### src/rtl/i4001_rom_arbiter.sv
// +----------------------------------------------------------------------+
// | i4001_rom_arbiter: shares one single-port RAM between i4001 fetches  |
// | (strict priority) and a request/ack host port. Revision: 1.0         |
// +----------------------------------------------------------------------+
`default_nettype none

module i4001_rom_arbiter #(
  parameter int ADDR_W    = 12,
  parameter int ROM_CHIPS = 16
) (
  input  logic              sysclk,
  input  logic              poc_n,
  input  logic              fetch_req,
  input  logic [ADDR_W-1:0] fetch_addr,
  output logic [7:0]        rom_data,
  input  logic              host_req,
  input  logic              host_we,
  input  logic [ADDR_W-1:0] host_addr,
  input  logic [7:0]        host_wdata,
  output logic              host_ack,
  output logic              host_err,
  output logic [7:0]        host_rdata,
  input  logic              wp,
  output logic              mem_en,
  output logic              mem_we,
  output logic [ADDR_W-1:0] mem_addr,
  output logic [7:0]        mem_wdata,
  input  logic [7:0]        mem_rdata
);

  typedef enum logic [1:0] {
    ST_IDLE   = 2'd0,
    ST_ISSUE  = 2'd1,
    ST_RDWAIT = 2'd2,
    ST_ACK    = 2'd3
  } state_t;

  state_t r_state;
  logic   r_prev_ack;
  logic   r_fetch_d;

  logic   w_chip_oob;
  logic   w_reject;
  logic   w_host_go;

  // Chip number is everything above the 8-bit in-chip byte offset.
  assign w_chip_oob = (32'(host_addr[ADDR_W-1:8]) >= 32'(ROM_CHIPS));
  assign w_reject   = w_chip_oob | (host_we & wp);
  assign w_host_go  = (r_state == ST_ISSUE) & host_req & ~fetch_req & ~w_reject;

  always_comb begin
    mem_en    = poc_n & (fetch_req | w_host_go);
    mem_we    = poc_n & w_host_go & host_we;
    mem_addr  = fetch_req ? fetch_addr : host_addr;
    mem_wdata = host_wdata;
  end

  always_ff @(posedge sysclk or negedge poc_n) begin
    if (!poc_n) begin
      r_state    <= ST_IDLE;
      r_prev_ack <= 1'b0;
      r_fetch_d  <= 1'b0;
      rom_data   <= 8'h00;
      host_rdata <= 8'h00;
      host_ack   <= 1'b0;
      host_err   <= 1'b0;
    end else begin
      r_fetch_d  <= fetch_req;
      r_prev_ack <= (r_state == ST_ACK);
      host_ack   <= 1'b0;
      if (r_fetch_d) begin
        rom_data <= mem_rdata;
      end

      case (r_state)
        ST_IDLE: begin
          // One dead cycle after ACK keeps a still-held request from re-granting.
          if (host_req && !r_prev_ack) begin
            r_state <= ST_ISSUE;
          end
        end
        ST_ISSUE: begin
          if (!host_req) begin
            r_state <= ST_IDLE;
          end else if (fetch_req) begin
            r_state <= ST_ISSUE;
          end else if (w_reject) begin
            r_state  <= ST_ACK;
            host_ack <= 1'b1;
            host_err <= 1'b1;
          end else if (host_we) begin
            r_state  <= ST_ACK;
            host_ack <= 1'b1;
            host_err <= 1'b0;
          end else begin
            r_state <= ST_RDWAIT;
          end
        end
        ST_RDWAIT: begin
          host_rdata <= mem_rdata;
          r_state    <= ST_ACK;
          host_ack   <= 1'b1;
          host_err   <= 1'b0;
        end
        ST_ACK: begin
          r_state  <= ST_IDLE;
          host_err <= 1'b0;
        end
        default: begin
          r_state <= ST_IDLE;
        end
      endcase
    end
  end

endmodule

`default_nettype wire

### config.mk
export PLATFORM = sky130hd
export DESIGN_NAME = i4001_rom_arbiter
export DESIGN_NICKNAME = d
export VERILOG_FILES = /design/src/rtl/i4001_rom_arbiter.sv
export SDC_FILE = /design/constraint.sdc
export NUM_CORES = 1
export LEC_CHECK = 0
export CAP_MARGIN = 30
export CELL_PAD_IN_SITES_DETAIL_PLACEMENT = 0
export CELL_PAD_IN_SITES_GLOBAL_PLACEMENT = 1
export CORE_MARGIN = 3
export CORE_UTILIZATION = 27
export DETAILED_ROUTE_END_ITERATION = 10
export HOLD_SLACK_MARGIN = 0.12
export PLACE_DENSITY = 0.91
export SLEW_MARGIN = 0
export SYNTH_ARGS = -nofsm -noshare
export SYNTH_HDL_FRONTEND = slang
export SYNTH_SLANG_ARGS = --single-unit
### constraint.sdc
create_clock -name sysclk -period 3.08 [get_ports sysclk]
set_input_delay 0.616 -clock sysclk [delete_from_list [all_inputs] [get_ports sysclk]]
set_output_delay 0.616 -clock sysclk [all_outputs]
set_load 0.1 [all_outputs]
* Yosys cells after proc, flatten, opt, wreduce, memory -nomap -nowiden
Index checks and enable logic that the tools add are counted.
Word-level totals: flip-flop bits (word level) 22, output and inout port bits 40, input bits 46, word-level logic and storage cells 47
Operators by class: reduce and logical (&&, ||, !) cells 6, multiplexer cells 17, bitwise operators 10, equality and inequality tests 7
Operators by type and width (count):
- 2-to-1 mux 12 bit | 1
- 2-to-1 mux 1 bit | 10
- one-hot mux 2 bit (4 select lines) | 1
- AND 1 bit | 7
- 2-to-1 mux 2 bit | 3
- != test 2 bit (second input constant) | 3
- equality test 2 bit (second input constant) | 2
- one-hot mux 1 bit (2 select lines) | 2
- AND reduction 4 bit | 1
- != test 3 bit (second input constant) | 1
- equality test 2 x 1 -> 1 bit (second input constant) | 1
- zero test 2 bit | 1
- inverter 1 bit | 2
- nonzero test 2 bit | 1
- OR reduction 2 bit | 1
- logical AND 1 bit | 1
- zero test 1 bit | 1
- bitwise OR 1 bit | 1

* Longest topological paths before layout
Gate-level depths: netlist of the first run.
depth in word-level cells 6, mapped depth 5, depth with buffers taken out 5

* Worst setup path after synthesis of the first run
No wires, ideal clock.
path type reg2out, start register with a tool-made name, end output mem_we, cell stages (with the launch flop) 6, slack 0.683 ns, arrival time 1.781 ns, path through dfrtp_1 -> inv_1 -> ha_1 -> nand2_1 -> nor3b_2 -> and3b_1
RTL lines:
- end: declaration | line 25 | output logic mem_we,

* Final worst setup path of the first run
start input fetch_req, end output mem_addr[3]
On the way: longest elaborated chain between the ends 1
RTL lines:
- start: declaration | line 13 | input logic fetch_req,
- 2-to-1 mux 12 bit | line 54 | mem_addr = fetch_req ? fetch_addr : host_addr;
- end: declaration | line 26 | output logic [ADDR_W-1:0] mem_addr,
Every way passes these cells.

==> results of run 1 <==
## worst max-delay path: stages
cell                              delay (ns)
sky130_fd_sc_hd__clkdlybuf4s50_1        0.90
sky130_fd_sc_hd__mux2_2                 0.44
sky130_fd_sc_hd__buf_12                 0.17
## synth_stat cells, drive strengths merged
cell type   n  share of area (%)
a21oi       3                1.9
a22o        1               0.74
a32oi       1               0.74
and3b       1               0.74
buf        12                7.5
dfrtp      22                 47
ha          5                5.3
inv         3               0.95
mux2       30                 29
nand2       2               0.64
nand2b      1               0.53
nand3b      1                1.7
nor2        1               0.32
nor3        1               0.42
nor3b       1                1.1
o211ai      1               0.64
o21a        2                1.3
## kinds of logic after synthesis
| logic type | count (synthesis) | synth area share [%] |
|---|---|---|
| flops | 22 | 46.6 |
| mux | 30 | 28.9 |
| buf+inv | 15 | 8.47 |
| simple gates | 8 | 5.40 |
| fa+ha+maj | 5 | 5.30 |
| compound gates | 8 | 5.30 |
## flip-flops by register name (all words and copies together) (netlist names), named ones only
register / flops
host_rdata: 8
rom_data: 8
host_ack: 1
host_err: 1
r_fetch_d: 1
r_prev_ack: 1
r_state: 1
## metrics by stage
stage	instances	util, %	total power [mW]	cell area, um^2
floorplan	88	-	1.36	1180
global placement	198	47.7	1.60	1960
detailed placement	198	47.7	1.63	1960
CTS	202	49.0	1.84	2020
global route	202	49.0	1.90	2020
finish	202	49.0	1.82	2020
## final cells by class
type | instances | area [um^2] | share of cell area [%]
multi-input combinational | 51 | 531 | 26.3
clock buffer | 4 | 55.1 | 2.73
inverter | 3 | 11.3 | 0.558
tap | 50 | 62.6 | 3.10
sequential | 22 | 551 | 27.3
timing repair buffer | 72 | 808 | 40.0
## how the worst min path moves through the flow
stage / startpoint / to
finish: host_rdata[2]$_DFFE_PN0P_ / host_rdata[2]$_DFFE_PN0P_
global route: host_rdata[6]$_DFFE_PN0P_ / host_rdata[6]$_DFFE_PN0P_
CTS: host_rdata[2]$_DFFE_PN0P_ / host_rdata[2]$_DFFE_PN0P_
detailed placement: host_err$_DFFE_PN0P_ / host_err$_DFFE_PN0P_
global placement: host_err$_DFFE_PN0P_ / host_err$_DFFE_PN0P_
floorplan: poc_n / asynchronous set/reset pin
## per-layer routing
metal	routed length (um)	GRT usage [%]	part of all wire (%)	vias to the layer above
met5	0	0	0	-
met2	1680	24.2	52	67
met1	1040	11.8	32	444
met3	448	6.65	14	7
li1	-	-	-	424
met4	61	5.01	1.9	0
## report_power, final
part / internal, mW / switching (mW)
clock network: 0.114 / 0.0850
logic: 0.346 / 0.838
registers: 0.381 / 0.0556
## placed cells by master (no fill, tap or decap)
master	netlist	layout
sky130_fd_sc_hd__clkdlybuf4s50_1	0	37
sky130_fd_sc_hd__mux2_2	28	28
sky130_fd_sc_hd__dfrtp_1	22	22
sky130_fd_sc_hd__buf_4	9	21
sky130_fd_sc_hd__buf_12	0	14
sky130_fd_sc_hd__ha_1	5	5
sky130_fd_sc_hd__clkbuf_8	0	4
sky130_fd_sc_hd__inv_1	3	3
sky130_fd_sc_hd__nand2_1	2	2
sky130_fd_sc_hd__o21a_1	2	2
sky130_fd_sc_hd__a21oi_2	2	2
sky130_fd_sc_hd__nor3b_2	1	1
sky130_fd_sc_hd__a21oi_1	1	1
sky130_fd_sc_hd__and3b_1	1	1
sky130_fd_sc_hd__nor3_1	1	1
sky130_fd_sc_hd__nand3b_4	1	1
sky130_fd_sc_hd__mux2_1	1	1
sky130_fd_sc_hd__nor2_1	1	1
sky130_fd_sc_hd__nand2b_1	1	1
sky130_fd_sc_hd__mux2_4	1	1
sky130_fd_sc_hd__o211ai_1	1	1
sky130_fd_sc_hd__a22o_1	1	1
sky130_fd_sc_hd__a32oi_1	1	1
==> results, run 1 <==
- The run finished with clean final reports.
- The average vias per placed instance is 4.66.
- The max-cap violation count is 0.
- The CTS sink count is 22.
- STA puts the critical path data arrival time at 2.14 ns.
- After layout, the minimum clock period comes to 2.76 ns.
- Before CTS, the worst setup slack after placement is 0.315 ns.
- Setup slack on the worst reg-to-reg path comes out at 1.47 ns.
- The first TritonRoute pass finished after 2 iterations.
- The number of resized instances in the post-cts repair step is 0.
- The layout has 347 filler cells.
- The wire-length estimate of the detail-placed layout is 2830 um.
- The total number of vias is 942.
- The area added between synthesis and finish is 70.9%.
- After global routing the overflow that remains totals 0.
- The global router's overall resource usage is 13.0%.
- Measured along the x axis, the die boundary spans 72.1 um.
- The area inside the core boundary is 4120 um^2.
- Once detail routing completed, the nets flagged for antenna violations numbered 0.
- The clock transition time at the flip-flop clock pins of the worst setup and hold paths is 0.07 ns.
- Counting every instance in the synthesized netlist gives 88.
- The detail-routed net length per standard cell is 16.0 um.
- The die covers 5200 um^2.
- Setup repair after global routing left no endpoint under its margin.
- The number of DRC markers in iteration 0 is 19.
- The net count after synthesis is 139.
- The initial utilization of the core area, before any placement, comes to 28.7%.
- Summing every instance area after synthesis gives 1180 um^2.
- The total of buffers placed on input and output ports is 69.
- The setup skew after layout is 0.00408 ns.
- Synthesis inferred 22 register bits.
- STA classifies the critical path endpoint as an output port.
- Yosys printed 0 warnings.
- The category of the worst setup path launch point is an input port.
- The via count of the first global-routing pass was 1,155.
- The worst-case IR drop observed on VDD is 0.452 mV.
- The max-slew violation count is 0.
- The final layout net count is 204.
- The number of hold violations in the final report was 0.
- The largest driver fanout on the critical path is 16.
- The launch point of the worst path is fetch_req.
- The number of antenna violations at the first check in global routing is 0.
- The buffer levels on the longest clock path is 2.
- In this run the vertical extent of the chip is 72.1 um.
- The share of final-layout standard cells stronger than drive strength 1 is 47.4%.
- For the pin with the worst max-slew slack, the measured transition is 0.670 ns.
- The type of the worst setup path is in2out.
- Entering global routing, the biggest net connects 17 pins.
- The count of inserted antenna diode cells is 0.
- The share of the cycle needed by the critical path after routing is 89.5%.
- The hold slack is 0.513 ns.
- For the worst-skew pair, the clock arrives at the later sink with an insertion delay of 0.26 ns.
- The required time of the worst setup path is 2.46 ns.
- A synthesized cell averages 13.4 um^2.
- The wire length of the first global-routing pass is 5140 um.
- The cell at the root of the clock tree is sky130_fd_sc_hd__clkbuf_8.
- Summed over all failing endpoints, the final setup total negative slack is 0 ns.
- The clock tree from TritonCTS is done.
- Along the worst hold path, the cell count comes to 1.
- The worst register-to-register path has a depth of 4.
- The count of hold buffers inserted by post-cts repair is 0.
- In this run the number of H-tree levels came out at 1.
- The wire length after detailed routing is 3230 um.
- The launch point of the worst reg-to-reg path is r_state[0]$_DFFE_PN0P_.
- In this run, distinct cell masters in the synthesized netlist total 22.
- In the routed design, unresolved DRC markers number 0.
- The floorplan has 23 rows.
- The min-delay analysis places its worst path in the category reg2reg.
- The worst setup path endpoint is mem_addr[3].
- Derived from the worst setup path, the maximum achievable clock frequency is 363 MHz.
- The sequential cell area fraction in the yosys report is 46.6%.
- Measured against its own limit, the worst slew margin works out to 55.2%.
- For this design the ratio of total power to cell area is 901 nW/um^2.
- The setup-violating endpoint count in the final report is 0.
- Counting the buffers created by CTS gives 3.
- In this run the static leakage power is 0.898 nW.
- In this run the post-CTS setup repair buffer count came out at 0.
- The worst path meets setup with 0.325 ns of slack.
- In this run the critical register-to-register path is captured at host_err$_DFFE_PN0P_.
- The count of pins on the block boundary is 86.
- The last weighted congestion value of the routability-driven placer is 0.706.
No activity file was read; power rests on OpenSTA's default activity.
==> run 2, diff against run 1 <==
RECOVER_POWER = 100   (was not set)
SLEW_MARGIN = 25   (was 0)
==> run 2 against run 1 <==
Sequential power about the same; wire length down 0.56%; hold slack worse by 0.00063 ns; die area unchanged; count of clock-buffer cells in the layout unchanged; clock power about the same; utilization down 2.7 points; worst setup slack worse by 0.11 ns; cell area down 5.5%; total power down 4.8%; critical path depth unchanged; global-route usage unchanged; largest power group unchanged.
==> results, run 2 (same netlist as run 1, synthesis figures left out) <==
- The area added between synthesis and finish is 61.4% (was 70.9%).
- The relative slew slack came to 20.5% (was 55.2%).
- CP cell instances: dlygate4sd3_1 -> o21a_1 -> clkbuf_2 (was clkdlybuf4s50_1 -> mux2_2 -> buf_12).
- The buffers plus inverters on the worst setup path is 2 (unchanged).
- The delay of the slowest cell on the worst path is 0.96 ns (was 0.90 ns).
- The final layout net count was 204 (unchanged).
- The number of hold violations in the final report is 0 (unchanged).
- The pin slew with the least headroom to its limit is 1.20 ns (was 0.670 ns).
- The count of hold buffers inserted by post-cts repair came to 0 (unchanged).
- The number of resized instances in the post-cts repair step is 0 (unchanged).
- Unrepaired setup endpoints after global routing: false (unchanged).
- The count of inserted antenna diode cells is 0 (unchanged).
- The global router's overall resource usage is 13.0% (unchanged).
- The largest driver fanout on the critical path is 16 (unchanged).
- The count of antenna-violating nets left after detailed routing is 0 (unchanged).
- The setup skew after layout is 0.00424 ns (was 0.00408 ns).
- The category of the worst setup path launch point is an input port (unchanged).
- The reported net switching power is 974 uW (was 978 uW).
- The max-slew violation count came to 0 (unchanged).
- The via count of the first global-routing pass is 1,155 (unchanged).
- The type of destination of the critical path is an output port (unchanged).
- The worst-skew pair later-pin latency is 0.26 ns (about the same).
- The worst voltage drop across the vdd grid is 0.446 mV (was 0.452 mV).
- The clock tree from TritonCTS is done (unchanged).
- The full die area is 5200 um^2 (unchanged).
- The worst hold endpoint is host_rdata[2]$_DFFE_PN0P_ (unchanged).
- The critical-path cell with the highest stage delay is sky130_fd_sc_hd__dlygate4sd3_1 (was sky130_fd_sc_hd__clkdlybuf4s50_1).
- The max-cap violation count is 0 (unchanged).
- The total number of vias is 951 (was 942).
- The depth of the worst hold-timing path is 1 (unchanged).
- The number of antenna violations at the first check in global routing came to 0 (unchanged).
- Largest registers: host_rdata: 8 flops, rom_data: 8 flops (unchanged).
- The power per standard cell area is 908 nW/um^2 (was 901 nW/um^2).
- The kind of cell with the highest combined delay on the critical path is buffers and inverters (unchanged).
- The reg-to-reg endpoint was host_err$_DFFE_PN0P_ (unchanged).
- The initial core utilization is 28.7% (unchanged).
- The number of H-tree branching levels is 1 (unchanged).
- The setup-violating endpoint count in the final report is 0 (unchanged).
- The type of the worst setup path is in2out (unchanged).
- Outcome: finished, final reports clean (unchanged).
- The CTS sink count is 22 (unchanged).
- The launch point of the worst reg-to-reg path is r_state[0]$_DFFE_PN0P_ (unchanged).
- The most frequent standard cell in the layout excluding fill and tap cells is sky130_fd_sc_hd__clkdlybuf4s50_1 (unchanged).
- The count of pins on the block boundary is 86 (unchanged).
- The total iterations of the first detailed-routing run is 4 (was 2).
- The last weighted congestion value of the routability-driven placer is 0.706 (unchanged).
- The internal power of the cells was 758 uW (was 841 uW).
- The width of the die is 72.1 um (unchanged).
- The required time of the worst setup path came to 2.46 ns (about the same).
- The wire length of the first global-routing pass was 5140 um (unchanged).
- The share of the cycle needed by the critical path after routing is 93.1% (was 89.5%).
- The clock transition time at the flip-flop clock pins of the worst setup and hold paths was 0.07 ns (about the same).
- The maximum clock frequency is 349 MHz (was 363 MHz).
- The number of buffers inserted by post-CTS setup repair is 0 (unchanged).
- The cell at the root of the clock tree is sky130_fd_sc_hd__clkbuf_8 (unchanged).
- The total of buffers placed on input and output ports is 69 (unchanged).
- The beginning of the worst hold path is host_rdata[2]$_DFFE_PN0P_ (unchanged).
- The share of final-layout standard cells stronger than drive strength 1 is 27.6% (was 47.4%).
- The HPWL reported at the end of detailed placement was 2830 um (unchanged).
- The setup slack of the worst register-to-register path is 1.46 ns (was 1.47 ns).
- The area inside the core boundary is 4120 um^2 (unchanged).
- The average vias per placed instance was 4.71 (was 4.66).
- Highest-count cells in the layout ignoring fill and taps: sky130_fd_sc_hd__clkdlybuf4s50_1 (27), sky130_fd_sc_hd__dfrtp_1 (22), sky130_fd_sc_hd__mux2_2 (21), sky130_fd_sc_hd__clkbuf_1 (20), sky130_fd_sc_hd__buf_12 (13) (was sky130_fd_sc_hd__clkdlybuf4s50_1 (37), sky130_fd_sc_hd__mux2_2 (28), sky130_fd_sc_hd__dfrtp_1 (22), sky130_fd_sc_hd__buf_4 (21), sky130_fd_sc_hd__buf_12 (14)).
- The number of cell instances on the worst register-to-register path was 4 (unchanged).
- The number of DRC markers in iteration 0 was 22 (was 19).
- The final routed DRC violation total came to 0 (unchanged).
- The sum of negative setup slack is 0 ns (unchanged).
- The data arrival time of the worst path is 2.25 ns (was 2.14 ns).
- The number of buffers inserted during clock tree synthesis is 3 (unchanged).
- The sequential cell fraction of total power is 25.1% (was 24.0%).
- The number of logic stages on the critical path including buffering is 3 (unchanged).
- The class of the tightest hold or removal check is reg2reg (unchanged).
- The buffer levels on the longest clock path is 2 (unchanged).
- The height of the chip is 72.1 um (unchanged).
- The wire length after detailed routing is 3210 um (was 3230 um).
- The part of the power in the clock network is 11.5% (was 10.9%).
- The global route total overflow was 0 (unchanged).
- The share of total power consumed by net switching was 56.2% (was 53.8%).
- The fraction of power consumed by combinational cells was 63.4% (was 65.1%).
- The final critical-path required period was 2.87 ns (was 2.76 ns).
- The row count came to 23 (unchanged).
- The reported leakage power is 0.806 nW (was 0.898 nW).
- The pin count of the biggest net entering global routing is 17 (unchanged).
- The sum of internal, switching and leakage power is 1.73 mW (was 1.82 mW).
- The detail-routed net length per standard cell is 15.9 um (was 16.0 um).
==> run 2: cell types whose count changed in the layout (fill, tap and decap cells not counted), sizes merged <==
cell / delta
buf: -21
dlygate4sd3: +10
clkdlybuf4s50: -10
clkbuf: +21
==> run 2: worst reg2reg max path, cell delays in order (launching register included) <==
cell and delay [ns]:
sky130_fd_sc_hd__dfrtp_1 0.40, sky130_fd_sc_hd__inv_1 0.17, sky130_fd_sc_hd__ha_1 0.52, sky130_fd_sc_hd__nor3_1 0.12
sky130_fd_sc_hd__mux2_1 0.31
==> run 2: stage by stage <==
step	hold WS, ns	util, %	std cells	area [um^2]	setup slack [ns]
2_1_floorplan	0.320	-	88	1180	0.683
3_3_place_gp	0.478	47.7	198	1960	0.372
3_5_place_dp	0.500	47.7	198	1960	0.315
4_1_cts	0.518	49.0	202	2020	0.305
5_1_grt	0.526	46.3	202	1910	0.115
6_report	0.512	46.3	202	1910	0.213
==> run 2: power groups by stage <==
stage / combinational [mW] / sequential, mW / clock, mW
after global placement: 1.17 / 0.433 / 0
after global routing: 1.15 / 0.446 / 0.219
after detailed placement: 1.19 / 0.443 / 0
after CTS: 1.19 / 0.439 / 0.206
final: 1.10 / 0.435 / 0.199
after floorplan: 0.406 / 0.959 / 0
==> run 2: area by class of cell <==
type	instances	area, um^2
clock buffers	4	55.1
fillers	380	2210
inverters	3	11.3
multi-input cells	51	509
flip-flops and latches	22	551
well taps	50	62.6
repair buffers	72	718
==> run 2: worst max-delay path by stage <==
stage / start / end / slack (ns)
3_3_place_gp: fetch_req / mem_addr[4] / 0.37
4_1_cts: fetch_req / mem_addr[3] / 0.31
3_5_place_dp: fetch_req / mem_addr[3] / 0.31
6_report: fetch_req / mem_en / 0.21
2_1_floorplan: flip-flop / mem_we / 0.68
5_1_grt: fetch_req / mem_en / 0.11
==> run 2: metal layers <==
layer / up-vias / track usage (%) / wire (um)
li1: 426 / - / -
met1: 451 / 11.8 / 1010
met2: 67 / 24.2 / 1670
met3: 7 / 6.65 / 461
met4: 0 / 5.01 / 61
met5: - / 0 / 0
==> run 3, diff against run 2 <==
CORE_MARGIN = 2   (was 3)
==> run 3 against run 2 <==
Worst setup slack better by 0.027 ns; total power decreased by 2.7%; cell count did not move; sequential power about the same; count of clock-buffer cells in the layout shrank 1; critical path type unchanged.
==> results, run 3 (same netlist as run 1, synthesis figures left out) <==
- Outcome: finished, final reports clean (unchanged).
- The finished layout cell area is 1900 um^2 (was 1910 um^2).
- The final critical-path required period is 2.84 ns (was 2.87 ns).
- Unrepaired setup endpoints after global routing: false (unchanged).
- The number of buffers inserted during clock tree synthesis was 3 (unchanged).
- The share of the cycle needed by the critical path after routing is 92.2% (was 93.1%).
- The max-cap violation count is 0 (unchanged).
- The category of the worst setup path launch point is an input port (unchanged).
- The worst-case setup slack after placement was 0.311 ns (was 0.315 ns).
- The sum of negative setup slack is 0 ns (unchanged).
- The pin count of the biggest net entering global routing came to 17 (unchanged).
- The data arrival time of the worst path is 2.22 ns (was 2.25 ns).
- The setup skew after layout is 0.000942 ns (was 0.00424 ns).
- The launch point of the worst reg-to-reg path is r_state[0]$_DFFE_PN0P_ (unchanged).
- The maximum clock frequency is 352 MHz (was 349 MHz).
- The total iterations of the first detailed-routing run was 2 (was 4).
- The worst setup path endpoint is mem_en (unchanged).
- The global router's overall resource usage is 12.3% (was 13.0%).
- The worst voltage drop across the vdd grid is 0.354 mV (was 0.446 mV).
- The final routed DRC violation total is 0 (unchanged).
- The height of the chip came to 70.1 um (was 72.1 um).
- The row count came to 24 (was 23).
- The total placed instance area is 1960 um^2 (about the same).
- The number of buffers inserted by post-CTS setup repair was 0 (unchanged).
- The clock transition time at the flip-flop clock pins of the worst setup and hold paths is 0.07 ns (about the same).
- The detail-routed net length per standard cell is 14.0 um (was 15.9 um).
- The average vias per placed instance came to 4.55 (was 4.71).
- The type of destination of the critical path is an output port (unchanged).
- The number of H-tree branching levels came to 1 (unchanged).
- The count of antenna-violating nets left after detailed routing is 0 (unchanged).
- The number of resized instances in the post-cts repair step is 0 (unchanged).
- The initial core utilization is 27.5% (was 28.7%).
- The pin slew with the least headroom to its limit is 1.20 ns (about the same).
- The total of fill cells in the finished design is 412 (was 380).
- The area added between synthesis and finish is 60.9% (was 61.4%).
- The reported leakage power was 0.811 nW (was 0.806 nW).
- The area inside the core boundary came to 4290 um^2 (was 4120 um^2).
- The reg-to-reg endpoint is host_err$_DFFE_PN0P_ (unchanged).
- The full die area is 4920 um^2 (was 5200 um^2).
- The power per standard cell area is 887 nW/um^2 (was 908 nW/um^2).
- The count of inserted antenna diode cells is 0 (unchanged).
- The class of the tightest hold or removal check was reg2reg (unchanged).
- Largest registers: host_rdata: 8 flops, rom_data: 8 flops (unchanged).
- The largest driver fanout on the critical path is 16 (unchanged).
- The setup-violating endpoint count in the final report was 0 (unchanged).
- The required time of the worst setup path was 2.46 ns (about the same).
- The last weighted congestion value of the routability-driven placer is 0.735 (was 0.706).
- The wire length after detailed routing is 2830 um (was 3210 um).
- The type of the worst setup path is in2out (unchanged).
- The count of pins on the block boundary came to 86 (unchanged).
- The wire length of the first global-routing pass is 4860 um (was 5140 um).
- The total number of vias was 919 (was 951).
- The number of antenna violations at the first check in global routing is 0 (unchanged).
- The most frequent standard cell in the layout excluding fill and tap cells is sky130_fd_sc_hd__clkdlybuf4s50_1 (unchanged).
- The utilization of the core after routing is 44.3% (was 46.3%).
- The setup slack of the worst register-to-register path is 1.48 ns (was 1.46 ns).
- The buffer levels on the longest clock path came to 2 (unchanged).
- The cell at the root of the clock tree is sky130_fd_sc_hd__clkbuf_8 (unchanged).
- The total of buffers placed on input and output ports is 69 (unchanged).
- The max-slew violation count was 0 (unchanged).
- The width of the die was 70.1 um (was 72.1 um).
- The relative slew slack is 20.3% (was 20.5%).
- Highest-count cells in the layout ignoring fill and taps: sky130_fd_sc_hd__clkdlybuf4s50_1 (27), sky130_fd_sc_hd__dfrtp_1 (22), sky130_fd_sc_hd__mux2_2 (19), sky130_fd_sc_hd__clkbuf_1 (19), sky130_fd_sc_hd__buf_12 (13) (was sky130_fd_sc_hd__clkdlybuf4s50_1 (27), sky130_fd_sc_hd__dfrtp_1 (22), sky130_fd_sc_hd__mux2_2 (21), sky130_fd_sc_hd__clkbuf_1 (20), sky130_fd_sc_hd__buf_12 (13)).
- The share of final-layout standard cells stronger than drive strength 1 is 26.0% (was 27.6%).
- The via count of the first global-routing pass was 1,102 (was 1,155).
- The HPWL reported at the end of detailed placement is 2420 um (was 2830 um).
- The combined flip-flop and latch cell area is 551 um^2 (unchanged).
- The global route total overflow was 0 (unchanged).
- The multi-input gate area in the final layout is 518 um^2 (was 509 um^2).
- The number of cell instances on the worst register-to-register path came to 4 (unchanged).
- The launch point of the worst path is fetch_req (unchanged).
- The number of hold violations in the final report came to 0 (unchanged).
- The least setup slack across all paths after layout was 0.240 ns (was 0.213 ns).
- The clock tree from TritonCTS is done (unchanged).
- The CTS sink count is 22 (unchanged).
- The final layout net count is 203 (was 204).
- The worst-skew pair later-pin latency was 0.25 ns (was 0.26 ns).
- The count of hold buffers inserted by post-cts repair was 0 (unchanged).
- The number of DRC markers in iteration 0 is 11 (was 22).
[run 3: cell types whose count changed in the layout (fill, tap and decap cells not counted), sizes merged]
cell    delta
clkbuf     -1
buf        -1
[run 3: layout make-up]
cell class / count / area share, %
Inverter: 3 / 0.592
Timing Repair Buffer: 71 / 37.6
Multi-Input combinational cell: 51 / 27.3
Tap cell: 52 / 3.42
Clock buffer: 3 / 2.17
Sequential cell: 22 / 29.0
[run 3: power by group]
group | internal (mW) | total (mW) | switching (mW) | leakage, nW
Sequential | 0.381 | 0.432 | 0.0504 | 0.267
Combinational | 0.259 | 1.09 | 0.829 | 0.523
Clock | 0.0868 | 0.166 | 0.0795 | 0.0216
[run 3: routing by layer]
layer | share of wire, % | track usage [%] | wire length [um]
met3 | 14 | 6.35 | 397
met2 | 48 | 22.1 | 1370
met4 | 0.32 | 2.78 | 9
met5 | 0 | 0 | 0
met1 | 37 | 12.7 | 1060
[run 3: worst min-delay path by stage]
stage | startpoint | endpoint | slack [ns] | depth (start not counted)
after global routing | rom_data[7]$_DFFE_PN0P_ | rom_data[7]$_DFFE_PN0P_ | 0.54 | 1
after floorplan | poc_n | asynchronous set/reset pin | 0.32 | 0
final | host_err$_DFFE_PN0P_ | host_err$_DFFE_PN0P_ | 0.50 | 1
after detailed placement | host_err$_DFFE_PN0P_ | host_err$_DFFE_PN0P_ | 0.49 | 1
after global placement | host_err$_DFFE_PN0P_ | host_err$_DFFE_PN0P_ | 0.48 | 1
after CTS | host_rdata[2]$_DFFE_PN0P_ | host_rdata[2]$_DFFE_PN0P_ | 0.51 | 1
[run 3: worst max-delay path, cell delays in order]
cell and delay, ns:
sky130_fd_sc_hd__dlygate4sd3_1 0.94, sky130_fd_sc_hd__o21a_1 0.21, sky130_fd_sc_hd__clkbuf_2 0.45
[run 3: per-stage QoR]
| step | power [mW] | hold slack [ns] | std cells |
|---|---|---|---|
| 2_1_floorplan | 1.36 | 0.320 | 88 |
| 3_5_place_dp | 1.62 | 0.490 | 199 |
| 5_1_grt | 1.77 | 0.539 | 202 |
| 4_1_cts | 1.80 | 0.513 | 202 |
| 6_report | 1.69 | 0.499 | 202 |
| 3_3_place_gp | 1.60 | 0.482 | 199 |
